**config.mk**
```make
export PLATFORM = sky130hd
export DESIGN_NAME = fast_to_slow_fifo
export DESIGN_NICKNAME = d
export VERILOG_FILES = /design/src/rtl/fast_to_slow_pkg.sv /design/src/rtl/fast_to_slow_fifo_mem.sv /design/src/rtl/fast_to_slow_fifo.sv
export SDC_FILE = /design/constraint.sdc
export NUM_CORES = 1
export LEC_CHECK = 0
export ABC_CLOCK_PERIOD_IN_PS = 5100
export CAP_MARGIN = 20
export CORE_MARGIN = 2
export CORE_UTILIZATION = 45
export CTS_CLUSTER_DIAMETER = 200
export DETAILED_ROUTE_END_ITERATION = 16
export HOLD_SLACK_MARGIN = 0.12
export PLACE_DENSITY_LB_ADDON = 0.08
export SYNTH_ARGS = -nofsm -noshare
export SYNTH_HDL_FRONTEND = slang
export SYNTH_SLANG_ARGS = --single-unit
```
**constraint.sdc**
```tcl
create_clock -name clk -period 5.1 [get_ports clk]
set_input_delay 0.51 -clock clk [delete_from_list [all_inputs] [get_ports clk]]
set_output_delay 0.51 -clock clk [all_outputs]
set_load 0.005 [all_outputs]
```
**src/rtl/fast_to_slow_pkg.sv**
```systemverilog
// Shared defaults for the fast-producer / slow-consumer sample FIFO.
package fast_to_slow_pkg;
  localparam int DEFAULT_DATA_W = 12;
  localparam int DEFAULT_DEPTH  = 4;
  localparam int DROP_CNT_W     = 16;
endpackage

```
**src/rtl/fast_to_slow_fifo_mem.sv**
```systemverilog
// DEPTH x DATA_W sample register file: one write port, one asynchronous read port, no reset.
module fast_to_slow_mem
  import fast_to_slow_pkg::*;
#(
  parameter int DATA_W = DEFAULT_DATA_W,
  parameter int DEPTH  = DEFAULT_DEPTH
) (
  input  logic                        clk,
  input  logic                        we,
  input  logic [$clog2(DEPTH)-1:0]    waddr,
  input  logic signed [DATA_W-1:0]    wdata,
  input  logic [$clog2(DEPTH)-1:0]    raddr,
  output logic signed [DATA_W-1:0]    rdata
);

  logic signed [DATA_W-1:0] mem [DEPTH];

  always_ff @(posedge clk) begin
    if (we) mem[waddr] <= wdata;
  end

  assign rdata = mem[raddr];

endmodule

```
**src/rtl/fast_to_slow_fifo.sv**
```systemverilog
// Sample FIFO from a fast producer to a consumer sampling on slow_tick.
// Define FAST_TO_SLOW_FIFO_STATS_EN to add the saturating drop_cnt port.
module fast_to_slow_fifo
  import fast_to_slow_pkg::*;
#(
  parameter int DATA_W      = DEFAULT_DATA_W,
  parameter int DEPTH       = DEFAULT_DEPTH,
  parameter int DROP_OLDEST = 0
) (
  input  logic                         clk,
  input  logic                         reset_n,
  input  logic                         slow_tick,
  input  logic signed [DATA_W-1:0]     in_data,
  input  logic                         in_valid,
  output logic                         in_ready,
  output logic signed [DATA_W-1:0]     out_data,
  output logic                         out_valid,
  output logic [$clog2(DEPTH+1)-1:0]   level
`ifdef FAST_TO_SLOW_FIFO_STATS_EN
  ,
  output logic [DROP_CNT_W-1:0]        drop_cnt
`endif
);

  localparam int PTR_W = $clog2(DEPTH);
  localparam int LVL_W = $clog2(DEPTH + 1);
  localparam logic [LVL_W-1:0] DEPTH_L = LVL_W'(DEPTH);

  logic [PTR_W-1:0]          wr_ptr;
  logic [PTR_W-1:0]          rd_ptr;
  logic [LVL_W-1:0]          level_q;
  logic [LVL_W-1:0]          level_nxt;
  logic signed [DATA_W-1:0]  rd_data;
  logic signed [DATA_W-1:0]  out_data_p1;
  logic                      vld_p1;
  logic                      full;
  logic                      push;
  logic                      pop;
  logic                      drop;

  // Handshake terms come from registered state only, so in_ready has no input path.
  assign full     = (level_q == DEPTH_L);
  assign in_ready = (DROP_OLDEST != 0) ? 1'b1 : !full;
  assign push     = in_valid && in_ready;
  assign pop      = slow_tick && (level_q != '0);
  assign drop     = push && full && !pop;

  always_comb begin
    level_nxt = level_q;
    case ({push, pop})
      2'b10:   if (!full) level_nxt = level_q + LVL_W'(1);
      2'b01:   level_nxt = level_q - LVL_W'(1);
      default: level_nxt = level_q;
    endcase
  end

  fast_to_slow_mem #(
    .DATA_W (DATA_W),
    .DEPTH  (DEPTH)
  ) u_mem (
    .clk   (clk),
    .we    (push && reset_n),
    .waddr (wr_ptr),
    .wdata (in_data),
    .raddr (rd_ptr),
    .rdata (rd_data)
  );

  // Stage p1: head entry captured on pop; a drop advances rd_ptr past the overwritten slot.
  always_ff @(posedge clk) begin
    if (!reset_n) begin
      wr_ptr      <= '0;
      rd_ptr      <= '0;
      level_q     <= '0;
      out_data_p1 <= '0;
      vld_p1      <= 1'b0;
    end else begin
      if (push) wr_ptr <= wr_ptr + PTR_W'(1);
      if (pop || drop) rd_ptr <= rd_ptr + PTR_W'(1);
      level_q <= level_nxt;
      vld_p1  <= pop;
      if (pop) out_data_p1 <= rd_data;
    end
  end

  assign out_data  = out_data_p1;
  assign out_valid = vld_p1;
  assign level     = level_q;

`ifdef FAST_TO_SLOW_FIFO_STATS_EN
  function automatic logic [DROP_CNT_W-1:0] sat_inc(input logic [DROP_CNT_W-1:0] v);
    return (v == '1) ? v : v + DROP_CNT_W'(1);
  endfunction

  logic [DROP_CNT_W-1:0] drop_cnt_q;

  always_ff @(posedge clk) begin
    if (!reset_n) drop_cnt_q <= '0;
    else if (drop) drop_cnt_q <= sat_inc(drop_cnt_q);
  end

  assign drop_cnt = drop_cnt_q;
`endif

endmodule

```
== Yosys cells after proc, flatten, opt, wreduce, memory -nomap -nowiden ==
Memory sizes are Yosys's and may differ from the RTL's. A register that Yosys moved wholly into a read port is not among the register bits.
Index checks and enable logic that the tools add are counted.
Widths: inputs -> output; s select.
Cells by class
  add/sub/neg operators: 4
  eq/ne operators: 4
  multiplexer cells: 4
  reduce and logical (&&, ||, !) cells: 12
Operator list (count)
  $pmux 3 s2: 1
  $logic_and 1x1->1: 5
  $add 2x1->2 const B: 2
  $add 3x1->3 const B: 1
  $eq 3x3->1 const B: 1
  $logic_not 1->1: 3
  $mux 3: 1
  $reduce_bool 3->1: 1
  $sub 3x1->3 const B: 1
  $eq 2x1->1 const B: 1
  $eq 2x2->1 const B: 1
  $mux 1: 2
  $ne 2x2->1 const B: 1
  $reduce_and 2->1: 1
  $reduce_bool 2->1: 1
  $logic_or 1x1->1: 1
Storage, ports and cells
  flip-flop bits (word level): 8
  memory bits (writable): 48
  input bits: 16
  output and inout port bits: 17
  logic and storage cells: 29
  memories: 1
Memories
  u_mem.mem: words 4, width 12, rd ports 1, clocked after memory_dff 1, write ports 1, RTL line fast_to_slow_fifo_mem.sv:16  | logic signed [DATA_W-1:0] mem [DEPTH];

== Logic depth before layout (Yosys ltp) ==
Gate-level depths: netlist of run 1.
  depth after elaboration: 6
  depth in mapped cells: 7

== By module ==
Synthesis of run 1 repeated with hierarchy kept, for this count alone.
Second synthesis, totals
  cell total of the unflattened synthesis: 171
  area, all modules: 2651.3 µm²
Modules (own cells, without submodules)
  fast_to_slow_mem: instances 1, cells an instance 66, area an instance 1766.7 µm², seq. area each 1441.4 µm²
  fast_to_slow_fifo: instances 1, cells an instance 105, area an instance 884.6 µm², seq. area each 400.4 µm²

== Worst setup path before layout of run 1 ==
OpenSTA, ideal clock, no wires.
  kind: register to register
  start point: register level_q[0], in the netlist level[0]
  end point: register level_q[1], in the netlist level[1]
  arrival: 1.763 ns
  data required time: 5.042 ns
  path slack: 3.279 ns
  stages on the path, launching flop included: 7
  buffers on the path: 1
  clock period less this slack: 1.821 ns
  cell sequence: dfxtp_1 > buf_6 > o31ai_2 > nand2b_1 > fa_1 > a2111oi_0 > o21a_1
Between the ends
  cells in the longest elaborated chain, start to end: 6
  elaborated cells between the ends (all ways): 14
RTL lines
  start, declared: RTL line fast_to_slow_fifo.sv:31  | logic [LVL_W-1:0] level_q;
  start signal, assigned: RTL line fast_to_slow_fifo.sv:80  | level_q <= level_nxt;
  $eq 3x3->1: RTL line fast_to_slow_fifo.sv:42  | assign full = (level_q == DEPTH_L);
  $logic_not 1->1
  $logic_and 1x1->1: RTL line fast_to_slow_fifo.sv:44  | assign push = in_valid && in_ready;
  $eq 2x2->1 or $eq 2x1->1 (tied branches): RTL line fast_to_slow_fifo.sv:50  | case ({push, pop})
  $ne 2x2->1 (no source line) or $reduce_bool 2->1 (tied branches)
  $reduce_and 2->1 (no source line)
Several ways; a longest one is shown, not always the timed one. The select of a mux whose other input is x is not followed.
A chain may end at the register's enable or synchronous reset.

== Worst setup path in the final report of run 1 ==
  start point: register level_q[2], in the netlist level[2]
  end point: output port in_ready
Between the ends
  cells in the longest elaborated chain, start to end: 2
RTL lines
  $eq 3x3->1: RTL line fast_to_slow_fifo.sv:42
  $logic_not 1->1
  end, declared: RTL line fast_to_slow_fifo.sv:15  | output logic in_ready,
Every way passes these cells.

==> summary.txt, run 1 <==
Detailed routing
  • Wire length per cell: 17.3 um
  • Vias: 1,452
  • Initial drt markers: 168
  • ANT nets after route: 0
  • Total Wirelength: 4660 um
  • Vias/cell: 5.38
  • DRT Pass-1 Iters: 5
  • Drc violations: 0

Timing
  • Max-slew headroom: 37.3%
  • Slew Viols, Final: 0
  • Setup TNS Final: 0 ns
  • Final min period: 2.38 ns
  • Final setup vio count: 0
  • Final critical-path share of the clock period: 46.6%
  • Hold Fails Final Rpt: 0
  • RSZ-0062 raised after global routing: no
  • F_max: 0.421 GHz
  • Clk_skew: 0.00824 ns
  • Final WS setup: 2.72 ns
  • Worst-Margin Slew: 0.939 ns

Place
  • DP Cell Count: 254
  • Hpwl dp: 2950 um
  • Final GP Congestion: 0.823
  • Port Buffer Count: 32
  • Worst slack, placed: 2.42 ns

Pwr
  • Clock power frac: 34.9%
  • Reg power frac: 53.3%
  • Comb pwr share: 11.8%
  • Maximum VDD drop: 173 uV
  • Internal power: 943 uW
  • Leak: 0.00108 uW
  • Switching part of the total power: 22.9%
  • Sw Pwr: 281 uW
  • Power per Cell Area: 382 nW/um^2

CTS
  • CTS clock-pin slew for the worst setup and hold paths: 0.07 ns
  • Number of H-tree levels: 3
  • CTS buffer count: 9
  • CTS tree: done
  • Number of post-CTS setup repair buffers: 0
  • CTS Hold Buffers Added: 0
  • Clk sinks: 68
  • Longest Clk Path Bufs: 2
  • CTS-repair resized insts: 0
  • Root Buffer: clkbuf_8
  • Worst-Skew Late Latency: 0.34 ns

Finish
  • Synthesis-to-layout area growth: 19.9%
  • # diodes: 0
  • Share of cells above drive strength 1: 14.9%
  • Final nets: 211
  • Layout Cells excl Fill: 270

Worst setup path
  • Critical path class: reg -> out
  • CP arrival: 1.87 ns
  • Crit path required time: 4.59 ns
  • Worst R2R End: level[1]
  • Critical Path Fanout Max: 8
  • Worst setup path startpoint: level[2]
  • Reg2reg start: level[2]
  • Startpoint Class: register
  • R2R depth: 5
  • Reg2reg setup slack: 3.05 ns
  • Setup crit end kind: output port

Synthesis
  • XOR/XNOR share of the synthesized area: 0.983%
  • Post-Synth Simple-Gate Area: 4.31%
  • Syn_nets: 177
  • Adder-Cell Fraction of Synth Area: 2.62%
  • Ys async rst share: 0%
  • Cells after Synth: 156
  • Post-synthesis cell area: 2670 sq um
  • Seq/Total Area, Yosys: 68.9%
  • Synth Flop Type: edfxtp_1
  • Mux contribution to synthesized area: 10.5%
  • Post-synth EDFFs: 48
  • Yosys cell types: 32
  • Avg Cell Area, Syn: 17.1 sq um
  • Synth warn: 0
  • #FFs+latches synth: 68
  • Post-synthesis compound-gate area fraction: 8.90%
  • Largest family of logic cells by synthesized area: multiplexers

Global route
  • Global-route wire length before repair: 7450 um
  • Largest net degree at the start of global routing: 15
  • Global route overflow: 0
  • Vias in the first global route: 1,482
  • Initial antenna violation count: 0
  • Gr usage total: 16.2%

Floorplan
  • Total die area: 6570 sq um
  • Chip width: 81.1 um
  • # rows: 28
  • Core area: 5820 sq um
  • # IOs: 33
  • Starting Density: 46.0%
  • Chip height: 81.1 um

Status
  • Status: finished clean

Hold path
  • Hold depth: 1
  • Hold Path Class: reg -> reg
  • HP Start: out_data[3]
  • Min-Delay Endpoint: out_data[3]

Flow run
  • Max-cap check violation count: 0
cell usage after synthesis, types with 2 or more instances:
cell,number,area (sq um)
edfxtp_1,48,1440
dfxtp_1,20,400
a22o_1,12,105
mux4_2,12,270
inv_1,7,26.3
buf_6,5,56.3
nor2_1,5,18.8
and2_1,4,25.0
ha_1,4,50.1
o21ai_0,4,20.0
a21oi_1,3,15.0
buf_2,3,15.0
xor2_1,3,26.3
a2111oi_0,2,17.5
and3_1,2,12.5
nand2b_1,2,12.5
nand3_1,2,10.0
nor3_1,2,10.0
o21a_1,2,15.0
o311ai_0,2,17.5
stage by stage:
stage          util, %  hold slack (ns)  cell area (sq um)  power (uW)
5_1_grt           55.1            0.501               3200        1280
4_1_cts           55.1            0.484               3200        1240
3_3_place_gp      51.8            0.455               3010         805
3_5_place_dp      51.8            0.467               3010         810
6_report          55.1            0.480               3200        1220
2_1_floorplan        -            0.466               2670         752
placed cells by master, fill, tap and decap left out, drive strengths merged, types with 3 or more instances in the layout:
| cell type | instances |
|---|---|
| xor2 | 3 |
| edfxtp | 48 |
| a21oi | 3 |
| a22o | 12 |
| mux4 | 12 |
| clkdlybuf4s50 | 32 |
| inv | 7 |
| clkbuf | 11 |
| nor2 | 6 |
| clkinv | 3 |
| dfxtp | 20 |
| and2 | 5 |
| o21ai | 4 |
| ha | 4 |
power by group through the flow:
| stage | combinational, uW | clock (uW) | sequential [uW] |
|---|---|---|---|
| 2_1_floorplan | 107 | 0 | 645 |
| 3_3_place_gp | 142 | 0 | 663 |
| 3_5_place_dp | 145 | 0 | 665 |
| 4_1_cts | 145 | 441 | 653 |
| 5_1_grt | 158 | 459 | 658 |
| 6_report | 144 | 427 | 652 |
kinds of logic (layout without fill, tap and decap cells):
group,Yosys count,count (layout)
flip-flops,68,68
buffers and inverters,16,55
AO/OA/AOI/OAI,30,30
AND/OR/NAND/NOR,21,21
XOR/XNOR,3,3
adder cells (fa/ha/maj),5,5
multiplexers,13,13
critical path, stage by stage (launching register included):
cell,delay [ns]
dfxtp_1,0.50
nor3b_1,0.41
inv_1,0.15
clkdlybuf4s50_1,0.48
sequential cells by signal, summed over array words and instances, names as in the netlist:
signal,count
out_data,12
wr_ptr,2
level,3
out_valid,1
rd_ptr,2
u_mem.mem,48
layer usage:
metal	vias to the layer above	part of all wire, %	GRT usage (%)
li1	678	-	-
met1	721	46	20.2
met2	45	48	25.7
met3	8	3.9	4.44
met4	0	2.0	9.15
met5	-	0	0
final cells by class:
type,count,area [sq um]
Sequential cell,68,1840
Clock inverter,5,51.3
Tap cell,75,93.8
Multi-Input combinational cell,72,729
Clock buffer,11,141
Timing Repair Buffer,32,320
Inverter,7,26.3
Fill cell,497,2610
worst max-delay path by stage:
stage / end / slack [ns] / depth (start not counted)
detailed placement: u_mem.mem[0][3] / 2.42 / 4
global placement: u_mem.mem[0][10] / 2.50 / 4
CTS: in_ready / 2.74 / 3
floorplan: level[1] / 3.28 / 6
global route: in_ready / 2.53 / 3
finish: in_ready / 2.72 / 3
No activity file was read; power rests on OpenSTA's default activity.
==> run 2: changes to the inputs <==
--- a/config.mk
+++ b/config.mk
@@ -5,7 +5,7 @@
 export SDC_FILE = /design/constraint.sdc
 export NUM_CORES = 1
 export LEC_CHECK = 0
-export ABC_CLOCK_PERIOD_IN_PS = 5100
+export ABC_CLOCK_PERIOD_IN_PS = 1980
 export CAP_MARGIN = 20
 export CORE_MARGIN = 2
 export CORE_UTILIZATION = 45
==> constraint.sdc (replaced) <==
create_clock -name clk -period 1.98 [get_ports clk]
set_input_delay 0.198 -clock clk [delete_from_list [all_inputs] [get_ports clk]]
set_output_delay 0.198 -clock clk [all_outputs]
set_load 0.005 [all_outputs]
==> summary.txt, run 2 (synthesized netlist as in run 1, its figures left out) <==
Floorplan
  • Core area: 5820 sq um
  • # rows: 28
  • Starting Density: 46.0%
  • Chip height: 81.1 um
  • Chip width: 81.1 um
  • Total die area: 6570 sq um
  • # IOs: 33

Flow run
  • Max-cap check violation count: 0

CTS
  • CTS tree: done
  • Clk sinks: 68
  • Number of H-tree levels: 3
  • Root Buffer: clkbuf_8
  • CTS buffer count: 9
  • Longest Clk Path Bufs: 2
  • CTS clock-pin slew for the worst setup and hold paths: 0.07 ns
  • CTS Hold Buffers Added: 0
  • Number of post-CTS setup repair buffers: 0
  • Worst-Skew Late Latency: 0.33 ns

Detailed routing
  • Wire length per cell: 17.0 um
  • ANT nets after route: 0
  • Vias: 1,519
  • Top sig layer: met4
  • Initial drt markers: 48
  • DRT Pass-1 Iters: 4
  • Total Wirelength: 4870 um
  • Vias/cell: 5.29
  • Post-Route M1 WL: 2170 um
  • Met2 Wirelength: 2470 um
  • Drc violations: 0
  • Met3 Routed Length: 152 um

Pwr
  • Leak: 0.00116 uW
  • Power per Cell Area: 913 nW/um^2
  • Maximum VDD drop: 475 uV

Worst setup path
  • Critical path class: reg -> out
  • Critical Path Fanout Max: 8
  • Setup crit end kind: output port
  • CP arrival: 1.58 ns
  • Crit path required time: 1.78 ns
  • Startpoint Class: register

Place
  • Placed instance area: 3160 sq um
  • Port Buffer Count: 32
  • Hpwl dp: 3390 um
  • Final GP Congestion: 0.809

Finish
  • Post-route cell area: 3340 sq um
  • Commonest non-fill, non-tap cell in the layout: edfxtp_1
  • Most flop-heavy register: u_mem.mem
  • Synthesis-to-layout area growth: 24.8%
  • Final core occ: 57.4%
  • # diodes: 0
  • Max reg flops: 48
  • Filler cell count: 501
  • Final nets: 228
  • Share of cells above drive strength 1: 23.6%
  • Most frequent cells in the layout: edfxtp_1, clkdlybuf4s50_1, dfxtp_1, buf_4

Timing
  • Worst-Margin Slew: 0.443 ns
  • Slew Viols, Final: 0
  • Final setup vio count: 0
  • Setup TNS Final: 0 ns
  • Hold Fails Final Rpt: 0
  • RSZ-0062 raised after global routing: no
  • F_max: 0.563 GHz
  • Max-slew headroom: 69.7%
  • Final critical-path share of the clock period: 89.7%
  • Clk_skew: 0.00850 ns
  • Final min period: 1.78 ns

Global route
  • Largest net degree at the start of global routing: 13
  • Global route overflow: 0
  • Gr usage total: 17.2%
  • Global-route wire length before repair: 7980 um
  • Vias in the first global route: 1,600
  • Initial antenna violation count: 0

Hold path
  • Hold Path Class: reg -> reg

Status
  • Status: finished clean
run 2: cell types whose count changed in the layout (fill, tap and decap cells not counted), moves of 2 or more:
cell     previous run  this run
buf_4               0        15
buf_12              0         2
dfxtp_1            20        17
dfxtp_2             0         3
run 2: where the power goes:
part           switching, uW  internal (uW)
Combinational            185            260
Clock                    503            448
Sequential              51.2           1600
Total                    739           2310
run 2: critical path, stage by stage, from the launching register on:
cell             delay (ns)
dfxtp_2                0.41
nor3b_2                0.26
inv_1                  0.11
clkdlybuf4s50_1        0.45
run 2: per-layer routing:
layer / vias to the layer above / track usage [%]
li1: 711 / -
met5: - / 0
met4: 0 / 8.14
met2: 37 / 27.4
met1: 763 / 22.3
met3: 8 / 4.00
run 2: area by class of cell:
type,count,area [sq um],share of cell area [%]
Sequential cell,68,1850,55.3
Multi-Input combinational cell,72,736,22.1
Timing Repair Buffer,49,473,14.2
Clock buffer,11,131,3.94
Tap cell,75,93.8,2.81
Clock inverter,5,30.0,0.900
Inverter,7,26.3,0.788
run 2: worst paths after layout:
kind / start / endpoint / slack [ns] / depth (start not counted)
worst max-delay path: level[2] / in_ready / 0.20 / 3
worst min-delay path: out_data[3] / out_data[3] / 0.48 / 1
worst max register to register: level[0] / level[1] / 0.23 / 5
worst min register to register: out_data[3] / out_data[3] / 0.48 / 1
run 2: what timing repair did:
item | CTS | global route
setup endpoints to repair | 1 | 3
endpoints found under the hold margin | 0 | 0
gates resized for setup | 1 | 4
run 2: metrics by stage:
| stage | setup WS [ns] | power (uW) | hold WS [ns] | cells |
|---|---|---|---|---|
| finish | 0.205 | 3050 | 0.480 | 287 |
| global route | 0.0909 | 3200 | 0.479 | 287 |
| CTS | 0.0869 | 3070 | 0.482 | 287 |
| detailed placement | 0.0199 | 2130 | 0.464 | 271 |
| global placement | 0.108 | 2110 | 0.455 | 271 |
| floorplan | 0.159 | 1940 | 0.297 | 156 |
